<file path="src/rtl/fixed3_inv_issuer_pkg.sv">
// fixed3_inv_issuer_pkg: Fixed-point types and issuer state/result types.
package fixed3_inv_issuer_pkg;

    typedef logic signed [31:0] Fixed;

    typedef struct packed {
        Fixed x;
        Fixed y;
        Fixed z;
    } Fixed3;

    localparam int INV_TAG_W = 8;

    typedef enum logic [1:0] {IDLE, ISSUE, WAIT, CAPT} InvIssState;

    typedef struct packed {
        Fixed3                  ov;
        logic [INV_TAG_W-1:0]   tag;
        logic                   err;
    } InvResult;

    function automatic Fixed _Fixed(input int i);
        return Fixed'(i <<< 16);
    endfunction

endpackage

</file>
<file path="src/rtl/inv_result_fifo.sv">
// inv_result_fifo: DEPTH-entry FIFO with occupancy counter and registered head (no fall-through).
module inv_result_fifo #(
    parameter int DEPTH = 2,
    parameter type T = logic
) (
    input  logic clk,
    input  logic reset,
    input  logic push,
    input  T     wdata,
    input  logic pop,
    output T     rdata,
    output logic empty,
    output logic full
);
    localparam int AW = $clog2(DEPTH);
    localparam int CW = $clog2(DEPTH + 1);

    T               mem [DEPTH];
    logic [AW-1:0]  wr;
    logic [AW-1:0]  rd;
    logic [CW-1:0]  cnt;
    logic           do_push;
    logic           do_pop;

    assign empty   = cnt == '0;
    assign full    = cnt == CW'(DEPTH);
    assign do_push = push && !full;
    assign do_pop  = pop && !empty;
    assign rdata   = mem[rd];

    // Power-of-two depth lets the pointers wrap by plain overflow.
    always_ff @(posedge clk) begin
        if (reset) begin
            wr  <= '0;
            rd  <= '0;
            cnt <= '0;
        end else begin
            if (do_push) wr <= wr + 1'b1;
            if (do_pop) rd <= rd + 1'b1;
            cnt <= cnt + CW'(do_push) - CW'(do_pop);
        end
    end

    always_ff @(posedge clk) begin
        if (do_push) mem[wr] <= wdata;
    end

endmodule

</file>
<file path="src/rtl/fixed3_inv_issuer.sv">
// fixed3_inv_issuer: Wraps a strobe/valid Fixed3 reciprocal unit into valid/ready streams with tags.
module fixed3_inv_issuer
    import fixed3_inv_issuer_pkg::*;
#(
    parameter int TAG_W     = 8,
    parameter int BLANK_CYC = 2,
    parameter int TIMEOUT   = 64,
    parameter int OQ_DEPTH  = 2
) (
    input  logic             clk,
    input  logic             reset,
    input  logic             in_valid,
    output logic             in_ready,
    input  Fixed3            in_v,
    input  logic [TAG_W-1:0] in_tag,
    output logic             inv_strobe,
    output Fixed3            inv_v,
    input  logic             inv_valid,
    input  Fixed3            inv_ov,
    output logic             out_valid,
    input  logic             out_ready,
    output Fixed3            out_ov,
    output logic [TAG_W-1:0] out_tag,
    output logic             out_err,
    output logic             busy
);
    localparam int CW = $clog2(TIMEOUT + 1);

    typedef struct packed {
        Fixed3            ov;
        logic [TAG_W-1:0] tag;
        logic             err;
    } res_t;

    InvIssState       state;
    InvIssState       nxt;
    logic [CW-1:0]    cnt;
    logic [TAG_W-1:0] tag_q;
    Fixed3            ov_q;
    logic             err_q;
    logic             hit;
    logic             expire;
    logic             empty;
    logic             full;
    res_t             head;
    res_t             wdata;

    // Reserving a free slot before issue guarantees CAPT never sees a full queue.
    assign in_ready   = state == IDLE && !full && !reset;
    assign inv_strobe = state == ISSUE && !reset;
    assign hit        = inv_valid && cnt >= CW'(BLANK_CYC);
    assign expire     = cnt == CW'(TIMEOUT - 1);
    assign busy       = state != IDLE || !empty;
    assign out_valid  = !empty;
    assign out_ov     = head.ov;
    assign out_tag    = head.tag;
    assign out_err    = head.err;
    assign wdata      = '{ov: ov_q, tag: tag_q, err: err_q};

    always_comb begin
        nxt = state;
        nxt = state == IDLE  ? (in_valid && in_ready ? ISSUE : IDLE) :
              state == ISSUE ? WAIT :
              state == WAIT  ? (hit || expire ? CAPT : WAIT) : IDLE;
    end

    always_ff @(posedge clk) begin
        if (reset) begin
            state <= IDLE;
            cnt   <= '0;
            tag_q <= '0;
            inv_v <= '0;
            ov_q  <= '0;
            err_q <= 1'b0;
        end else begin
            state <= nxt;
            if (state == IDLE && in_valid && in_ready) begin
                inv_v <= in_v;
                tag_q <= in_tag;
            end
            cnt <= state == ISSUE ? '0 : state == WAIT ? cnt + 1'b1 : cnt;
            // Result is sampled while inv_valid is known good; timeout forces zero lanes.
            if (state == WAIT && (hit || expire)) begin
                ov_q  <= hit ? inv_ov : '0;
                err_q <= !hit;
            end
        end
    end

    inv_result_fifo #(.DEPTH(OQ_DEPTH), .T(res_t)) u_fifo (
        .clk   (clk),
        .reset (reset),
        .push  (state == CAPT),
        .wdata (wdata),
        .pop   (out_ready),
        .rdata (head),
        .empty (empty),
        .full  (full)
    );

endmodule

</file>
<file path="config.mk">
export PLATFORM = sky130hd
export DESIGN_NAME = fixed3_inv_issuer
export DESIGN_NICKNAME = d
export VERILOG_FILES = /design/src/rtl/fixed3_inv_issuer_pkg.sv /design/src/rtl/inv_result_fifo.sv /design/src/rtl/fixed3_inv_issuer.sv
export SDC_FILE = /design/constraint.sdc
export NUM_CORES = 1
export LEC_CHECK = 0
export BUFFER_PORTS_ARGS = -buffer_cell sky130_fd_sc_hd__buf_2
export CAP_MARGIN = 0
export CORE_MARGIN = 1
export CORE_UTILIZATION = 50
export CTS_BUF_LIST = sky130_fd_sc_hd__clkbuf_16
export DETAILED_ROUTE_END_ITERATION = 8
export GPL_ROUTABILITY_DRIVEN = 0
export PLACE_DENSITY = 0.75
export SYNTH_ARGS = -nofsm -noshare
export SYNTH_HDL_FRONTEND = slang
export SYNTH_HIERARCHICAL = 1
export SYNTH_SLANG_ARGS = --single-unit
</file>
<file path="constraint.sdc">
create_clock -name clk -period 6.6 [get_ports clk]
set_input_delay 0.99 -clock clk [delete_from_list [all_inputs] [get_ports clk]]
set_output_delay 0.99 -clock clk [all_outputs]
set_load 0.02 [all_outputs]
</file>
* Yosys cells after proc, flatten, opt, wreduce, memory -nomap -nowiden *
Memory sizes are Yosys's and may differ from the RTL's. A register that Yosys moved wholly into a read port is not among the register bits.
Cells that the tools add are included.

word-level totals
  flip-flop bits (word level) = 214
  memory bits (writable) = 210
  input port bits = 205
  output and inout bits = 205
  word-level logic and storage cells = 55
  memories = 1

cells by class
  $add $sub $neg = 5
  $lt $le $gt $ge = 1
  equality and inequality tests = 5
  multiplexer cells = 10
  reductions and logical operators = 20

memory list
  memory      depth  bits a word  read ports  clocked after memory_dff  write ports  RTL line               RTL
  u_fifo.mem  2      105          1           1                         1            inv_result_fifo.sv:18  T mem [DEPTH];

operator list
  cell                                                                                  count
  96-bit two-way mux                                                                    1
  1-bit logical AND                                                                     10
  7-bit by 1-bit adder with 7-bit output (second input constant)                        1
  7-bit by 6-bit equality test with 1-bit output (second input constant)                1
  7-bit by 2-bit greater-or-equal comparator with 1-bit output (second input constant)  1
  2-bit equality test (second input constant)                                           3
  1-bit two-way mux                                                                     6
  2-bit two-way mux                                                                     3
  1-bit zero test                                                                       4
  2-bit zero test                                                                       2
  1-bit adder (second input constant)                                                   2
  2-bit by 1-bit adder with 2-bit output                                                1
  2-bit by 1-bit equality test with 1-bit output (second input constant)                1
  1-bit logical OR                                                                      2
  2-bit nonzero test                                                                    1
  2-bit OR reduction                                                                    1
  2-bit by 1-bit subtractor with 2-bit output                                           1

* Logic depth before layout (Yosys ltp) *
Gate-level depths: netlist of run 1.

  depth after elaboration = 7
  depth in mapped cells = 9
  depth with buffers taken out = 8

* Hierarchy *
The synthesis of run 1 kept the hierarchy.

by module, submodules not included
  module             times used  cells an instance  area each (um^2)  seq. area each (um^2)
  fixed3_inv_issuer  1           1048               8891.0            4204.0
  inv_result_fifo    1           354                8060.2            6406.1

* Least setup slack after synthesis of run 1 *
No wires, ideal clock.

  path kind = reg-to-reg
  start = register state[0]
  end = memory u_fifo/mem[1][0] (netlist bit), enable pin
  setup time = 0.476 ns
  data arrival time = 2.991 ns
  data required time = 6.124 ns
  slack = 3.133 ns
  cell stages (with the launch flop) = 3
  buffers on the path = 0
  period minus slack after synthesis = 3.467 ns
  cell sequence = dfxtp_1 ha_1 and3_1

on the way
  longest elaborated chain between the ends = 4

RTL lines
  what                                     RTL line                 RTL
  start: declaration                       fixed3_inv_issuer.sv:35  InvIssState state;
  start signal: assignment                 fixed3_inv_issuer.sv:76  state <= nxt;
  2-bit equality test                      fixed3_inv_issuer.sv:93  .push (state == CAPT),
  1-bit logical AND                        inv_result_fifo.sv:27    assign do_push = push && !full;
  1-bit two-way mux                        inv_result_fifo.sv:45    if (do_push) mem[wr] <= wdata;
  1-bit two-way mux (implied by the code)  inv_result_fifo.sv:45
  end: declaration                         inv_result_fifo.sv:18

Every way passes these cells.

==> results.md, run 1 <==
* Run status: finished clean
* CP arrival at 2940 ps
* Cell Area, Synth at 0.0170 mm^2
* Final period utilization at 59.5%
* Internal Power at 4.34 mW
* Layout Skew at 23.1 ps
* Crit path required time at 5610 ps
* Post-cts sizing count at 0
* Post-CTS Hold Fix Bufs at 0
* Reg clk slew, reported paths at 60 ps
* Placed cell area at 0.0192 mm^2
* Global Route Usage Sum at 22.0%
* Top cells by area, synth: edfxtp_1 (37%), dfxtp_1 (25%), mux2i_1 (5.7%)
* Worst hold margin at 445 ps
* Synth Net Count at 1,615
* Sequential area share after synthesis at 62.6%
* Row count at 67
* Post-Synth Adder-Cell Area at 0.590%
* Leakage power at 8.70 nW
* Dpl ws at 3220 ps
* Cell taking the most area after synthesis: edfxtp_1
* Routed WL per cell at 17.7 um
* # setup viols final at 0
* Net Switching at 1.34 mW
* FMAX at 0.255 GHz
* Share of the synthesized area in the top cell type at 37.2%
* CTS Root Cell: clkbuf_16
* Fin nets at 1,977
* Via density at 5.13
* GRT overflow at 0
* Post-DP HPWL at 25,500 um
* Multiplexer share of the synthesized area at 13.8%
* Commonest non-fill, non-tap cell in the layout: buf_2
* Initial antenna violation count at 9
* # DRC at 0
* Setup bufs post-CTS at 0
* Logic pwr share at 8.2%
* Clock tree buffer depth at 3
* Length of the first detailed-routing pass in iterations at 5
* #FFs+latches synth at 425
* Crit path kind: register to primary output
* First-pass GRT wire length at 58,900 um
* Finished Layout Cells at 2,253
* Setup crit start kind: register
* Ys async rst share at 0%
* Max Slew Vio Count at 0
* PD cells at 276 mW/mm^2
* Tightest Hold Check Type: register to register
* Worst-path fanout max at 59
* Sink Count at 425
* Fraction of the mapped netlist area in simple logic gates at 12.9%
* Synth cell types at 38
* Post-layout instance area at 0.0206 mm^2
* Num CTS Buffers at 43
* Largest net degree at the start of global routing at 128
* Xor/xnor cell area share of the yosys netlist at 0.310%
* Synth-to-Final Area Change at 21.4%
* Clock Latency Late Sink at 560 ps
* Sw Share at 23.6%
* Compound-Gate Fraction of Synth Area at 6.43%
* Reg power frac at 50.1%
* Number of fill cells at 2,661
* Vias in the first global route at 11,000
* Initial Util at 50.7%
* Synth Instances at 1,402
* Placed Cells at 2,167
* Share of cells above drive strength 1 at 33.1%
* Most frequent cells in the layout: buf_2 (408), nand2_1 (214), dfxtp_1 (214)
* Crit end category: primary output
* Maxcap violations at 0
* RSZ-0062 raised after global routing: no
* EDFF count, synth at 210
* Routed wire length at 39,800 um
* Routed vias at 11,600
* Maximum vdd ir drop at 0.208 mV
* Crit path time final at 3930 ps
* TNS Setup at 0 ps
* Final hold vios at 0
* Slew headroom at 23.8%
* I/O Buffers at 409
* Clock share of power at 41.8%
* Die Wd at 186 um
* Antenna Nets Post-Route at 0
* Yosys Warn Count at 6
* I/O Pins at 410
* Core Area at 0.0334 mm^2
* Mean Syn Cell Area at 12.1 um^2
* Slew @ Worst Pin at 1140 ps
* Die H at 186 um
* Main flop type after synthesis: dfxtp_1
* Main combinational cell family by area after synthesis: multiplexers
* H-tree level count at 2
* Die area at 0.0346 mm^2
* Final setup margin at 2670 ps
* DRT iter0 DRCs at 670
* CTS tree: built
-- critical path: stages, from the launching register on --
cell     delay [ps]
dfxtp_4         880
buf_4           800
mux2_2          420
buf_2           160
-- state kept, by name (all words and copies together), names as in the netlist, named ones only --
signal	cells
u_fifo/mem	210
inv_v	96
ov_q	96
tag_q	8
cnt	7
state	2
u_fifo/cnt	2
err_q	1
u_fifo/rd	1
u_fifo/wr	1
-- logic make-up after synthesis --
group / Yosys count
xor+xnor: 6
mux: 201
fa+ha+maj: 8
flops: 425
simple gates: 436
compound gates: 215
buf+inv: 111
-- power by group through the flow --
stage	Sequential [mW]	Clock, mW	Combinational, mW
2_1_floorplan	2.92	0	0.301
3_3_place_gp	2.90	0	0.459
3_5_place_dp	2.90	0	0.467
4_1_cts	2.85	2.42	0.469
5_1_grt	2.85	2.53	0.501
6_report	2.84	2.37	0.465
-- worst paths after layout --
path                          from                     endpoint  slack, ps  depth (start not counted)
min reg2reg  ov_q[18]$_SDFFE_PP0P_  u_fifo/mem[1][27]$_DFFE_PP_        440                          0
max reg2reg    state[0]$_SDFF_PP0_        ov_q[35]$_SDFFE_PP0P_       3800                          6
max                       register                   out_ov[90]       2670                          3
min          ov_q[18]$_SDFFE_PP0P_  u_fifo/mem[1][27]$_DFFE_PP_        440                          0
-- per-stage QoR --
| step | utilization (%) | power [mW] |
|---|---|---|
| floorplan | - | 3.22 |
| global route | 61.5 | 5.88 |
| CTS | 61.5 | 5.74 |
| finish | 61.5 | 5.68 |
| global placement | 57.3 | 3.36 |
| detailed placement | 57.3 | 3.37 |
-- final cells by class --
type,instances,area (um^2),area share (%)
Sequential cell,425,10600,51.6
Multi-Input combinational cell,866,5820,28.3
Timing Repair Buffer,420,2140,10.4
Clock buffer,45,1130,5.47
Tap cell,448,561,2.72
Clock inverter,35,270,1.31
Inverter,8,32.5,0.158
Antenna cell,6,15.0,0.0730
-- cell usage after synthesis (2+ instances only) --
library cell / count
inv_1: 7
nor3_1: 2
o21a_1: 2
edfxtp_1: 210
buf_2: 31
xnor2_1: 2
buf_12: 5
a21oi_1: 108
nand2_1: 214
mux2_2: 55
ha_1: 8
dfxtp_1: 215
nor2_1: 10
nand2b_1: 96
clkbuf_1: 62
mux2i_1: 96
nor3b_1: 2
nor2b_1: 99
mux2_4: 50
nand4_1: 2
xor2_1: 4
buf_6: 4
or3_1: 2
o21ai_0: 102
-- layer usage --
layer / global-route usage, % / vias up / wire length [um] / share of wire (%)
met5: 0 / - / 43 / 0.11
met1: 26.3 / 5469 / 15800 / 40
met4: 9.41 / 6 / 1310 / 3.3
li1: - / 5560 / - / -
met2: 38.1 / 438 / 19800 / 50
met3: 5.15 / 81 / 2780 / 7.0
No activity file was read; power rests on OpenSTA's default activity.
==> inputs of run 2 (changes only) <==
==> constraint.sdc (replaced) <==
create_clock -name clk -period 3.85 [get_ports clk]
set_input_delay 0.5775 -clock clk [delete_from_list [all_inputs] [get_ports clk]]
set_output_delay 0.5775 -clock clk [all_outputs]
set_load 0.02 [all_outputs]
==> results.md, run 2 (synthesis gave the netlist of run 1 again) <==
* Run status: finished clean
* Maximum vdd ir drop at 0.322 mV
* Row count at 67
* Routed vias at 11,500
* Crit path required time at 3270 ps
* Worst Hold Depth at 3
* Top Usage Layer GRT: met2
* Slew @ Worst Pin at 935 ps
* Die Wd at 186 um
* R2R cell count at 5
* DRT iter0 DRCs at 643
* Pwr Total at 9.68 mW
* Largest net degree at the start of global routing at 211
* FMAX at 0.345 GHz
* Setup crit start kind: register
* Tightest Hold Check Type: input pin to register
* Crit path time final at 2900 ps
* CTS tree: built
* Layout Skew at 16.9 ps
* Placed Cells at 2,172
* I/O Buffers at 409
* Num CTS Buffers at 43
* # DRC at 0
* Largest regs: u_fifo/mem x210, inv_v x96, ov_q x96
* Max Slew Vio Count at 0
* Fin nets at 1,982
* Leakage power at 8.73 nW
* TNS Setup at 0 ps
* Post-cts sizing count at 0
* CTS Root Cell: clkbuf_16
* RSZ-0062 raised after global routing: no
* Reg2Reg Setup Slack at 1550 ps
* I/O Pins at 410
* CP arrival at 2320 ps
* Die H at 186 um
* First-pass GRT wire length at 58,200 um
* Number of fill cells at 2,675
* H-tree level count at 2
* Routed wire length at 39,000 um
* Sink Count at 425
* Global Route Usage Sum at 21.5%
* Crit end category: primary output
* Final setup margin at 950 ps
* Initial Util at 50.7%
* Vias in the first global route at 11,000
* Setup bufs post-CTS at 0
* Met1 usage in global routing at 26.5%
* GRT overflow at 0
* Dpl ws at 1300 ps
* Initial antenna violation count at 6
* Finished Layout Cells at 2,255
* Most frequent cells in the layout: buf_2 (408), nand2_1 (214), dfxtp_1 (214)
* Routed WL per cell at 17.3 um
* Final period utilization at 75.3%
* RR Endpoint: u_fifo/mem[0][12]$_DFFE_PP_
* Maxcap violations at 0
* Synth-to-Final Area Change at 21.8%
* Worst Hold Endpoint: inv_v[54]$_SDFFE_PP0P_
* Length of the first detailed-routing pass in iterations at 6
* Crit path kind: register to primary output
* Min-delay src: in_v[54]
* Via density at 5.10
* Reg clk slew, reported paths at 60 ps
* Commonest non-fill, non-tap cell in the layout: buf_2
* Antenna Nets Post-Route at 0
* Met3 Use GR at 4.91%
* Top reg by flops: u_fifo/mem
* Die area at 0.0346 mm^2
* R2r startpoint: state[0]$_SDFF_PP0_
* Clock Latency Late Sink at 540 ps
* Met2 usage at 36.8%
* Max reg flops at 210
* Worst-path fanout max at 41
* Final hold vios at 0
* Core Area at 0.0334 mm^2
* PD cells at 469 mW/mm^2
* Post-CTS Hold Fix Bufs at 0
* Post-DP HPWL at 24,600 um
* Slew headroom at 37.7%
* # setup viols final at 0
* Clock tree buffer depth at 3
* Share of cells above drive strength 1 at 33.2%
[run 2: worst max-delay path, stage by stage, from the launching register on]
cell and delay (ps):
dfxtp_4 800, buf_12 370, mux2_2 380, buf_2 170
[run 2: area by class of cell]
class	instances	area, um^2	area share, %
Sequential cell	425	10600	51.4
Multi-Input combinational cell	866	5820	28.2
Timing Repair Buffer	425	2250	10.9
Clock buffer	45	1130	5.45
Tap cell	448	561	2.71
Clock inverter	34	234	1.13
Inverter	8	32.5	0.158
Antenna cell	4	10.0	0.0485
[run 2: where the power goes]
part / internal (mW) / switching, mW / leakage, nW / total, mW
Clock: 2.31 / 1.68 / 0.712 / 3.99
Combinational: 0.340 / 0.480 / 3.89 / 0.821
Sequential: 4.79 / 0.0869 / 4.13 / 4.87
[run 2: stage by stage]
| step | area [um^2] | hold WS [ps] | utilization [%] |
|---|---|---|---|
| global route | 20600 | 257 | 61.7 |
| floorplan | 17000 | 418 | - |
| finish | 20600 | 275 | 61.7 |
| detailed placement | 19300 | 428 | 57.6 |
| global placement | 19300 | 422 | 57.6 |
| CTS | 20600 | 255 | 61.7 |
[run 2: how the worst max path moves through the flow]
stage / slack (ps) / from / to
5_1_grt: 870 / register / out_ov[7]
3_3_place_gp: 1330 / reset / u_fifo/cnt[1]$_SDFF_PP0_
6_report: 950 / register / out_ov[7]
2_1_floorplan: 380 / state[0]$_SDFF_PP0_ / u_fifo/mem[1][0]$_DFFE_PP_
4_1_cts: 940 / register / out_ov[95]
3_5_place_dp: 1300 / reset / inv_v[22]$_SDFFE_PP0P_
[run 2: per-layer routing]
layer,routed length (um),share of wire [%]
met1,15900,41
met2,19200,49
met3,2590,6.6
met4,1260,3.2
met5,23,0.059
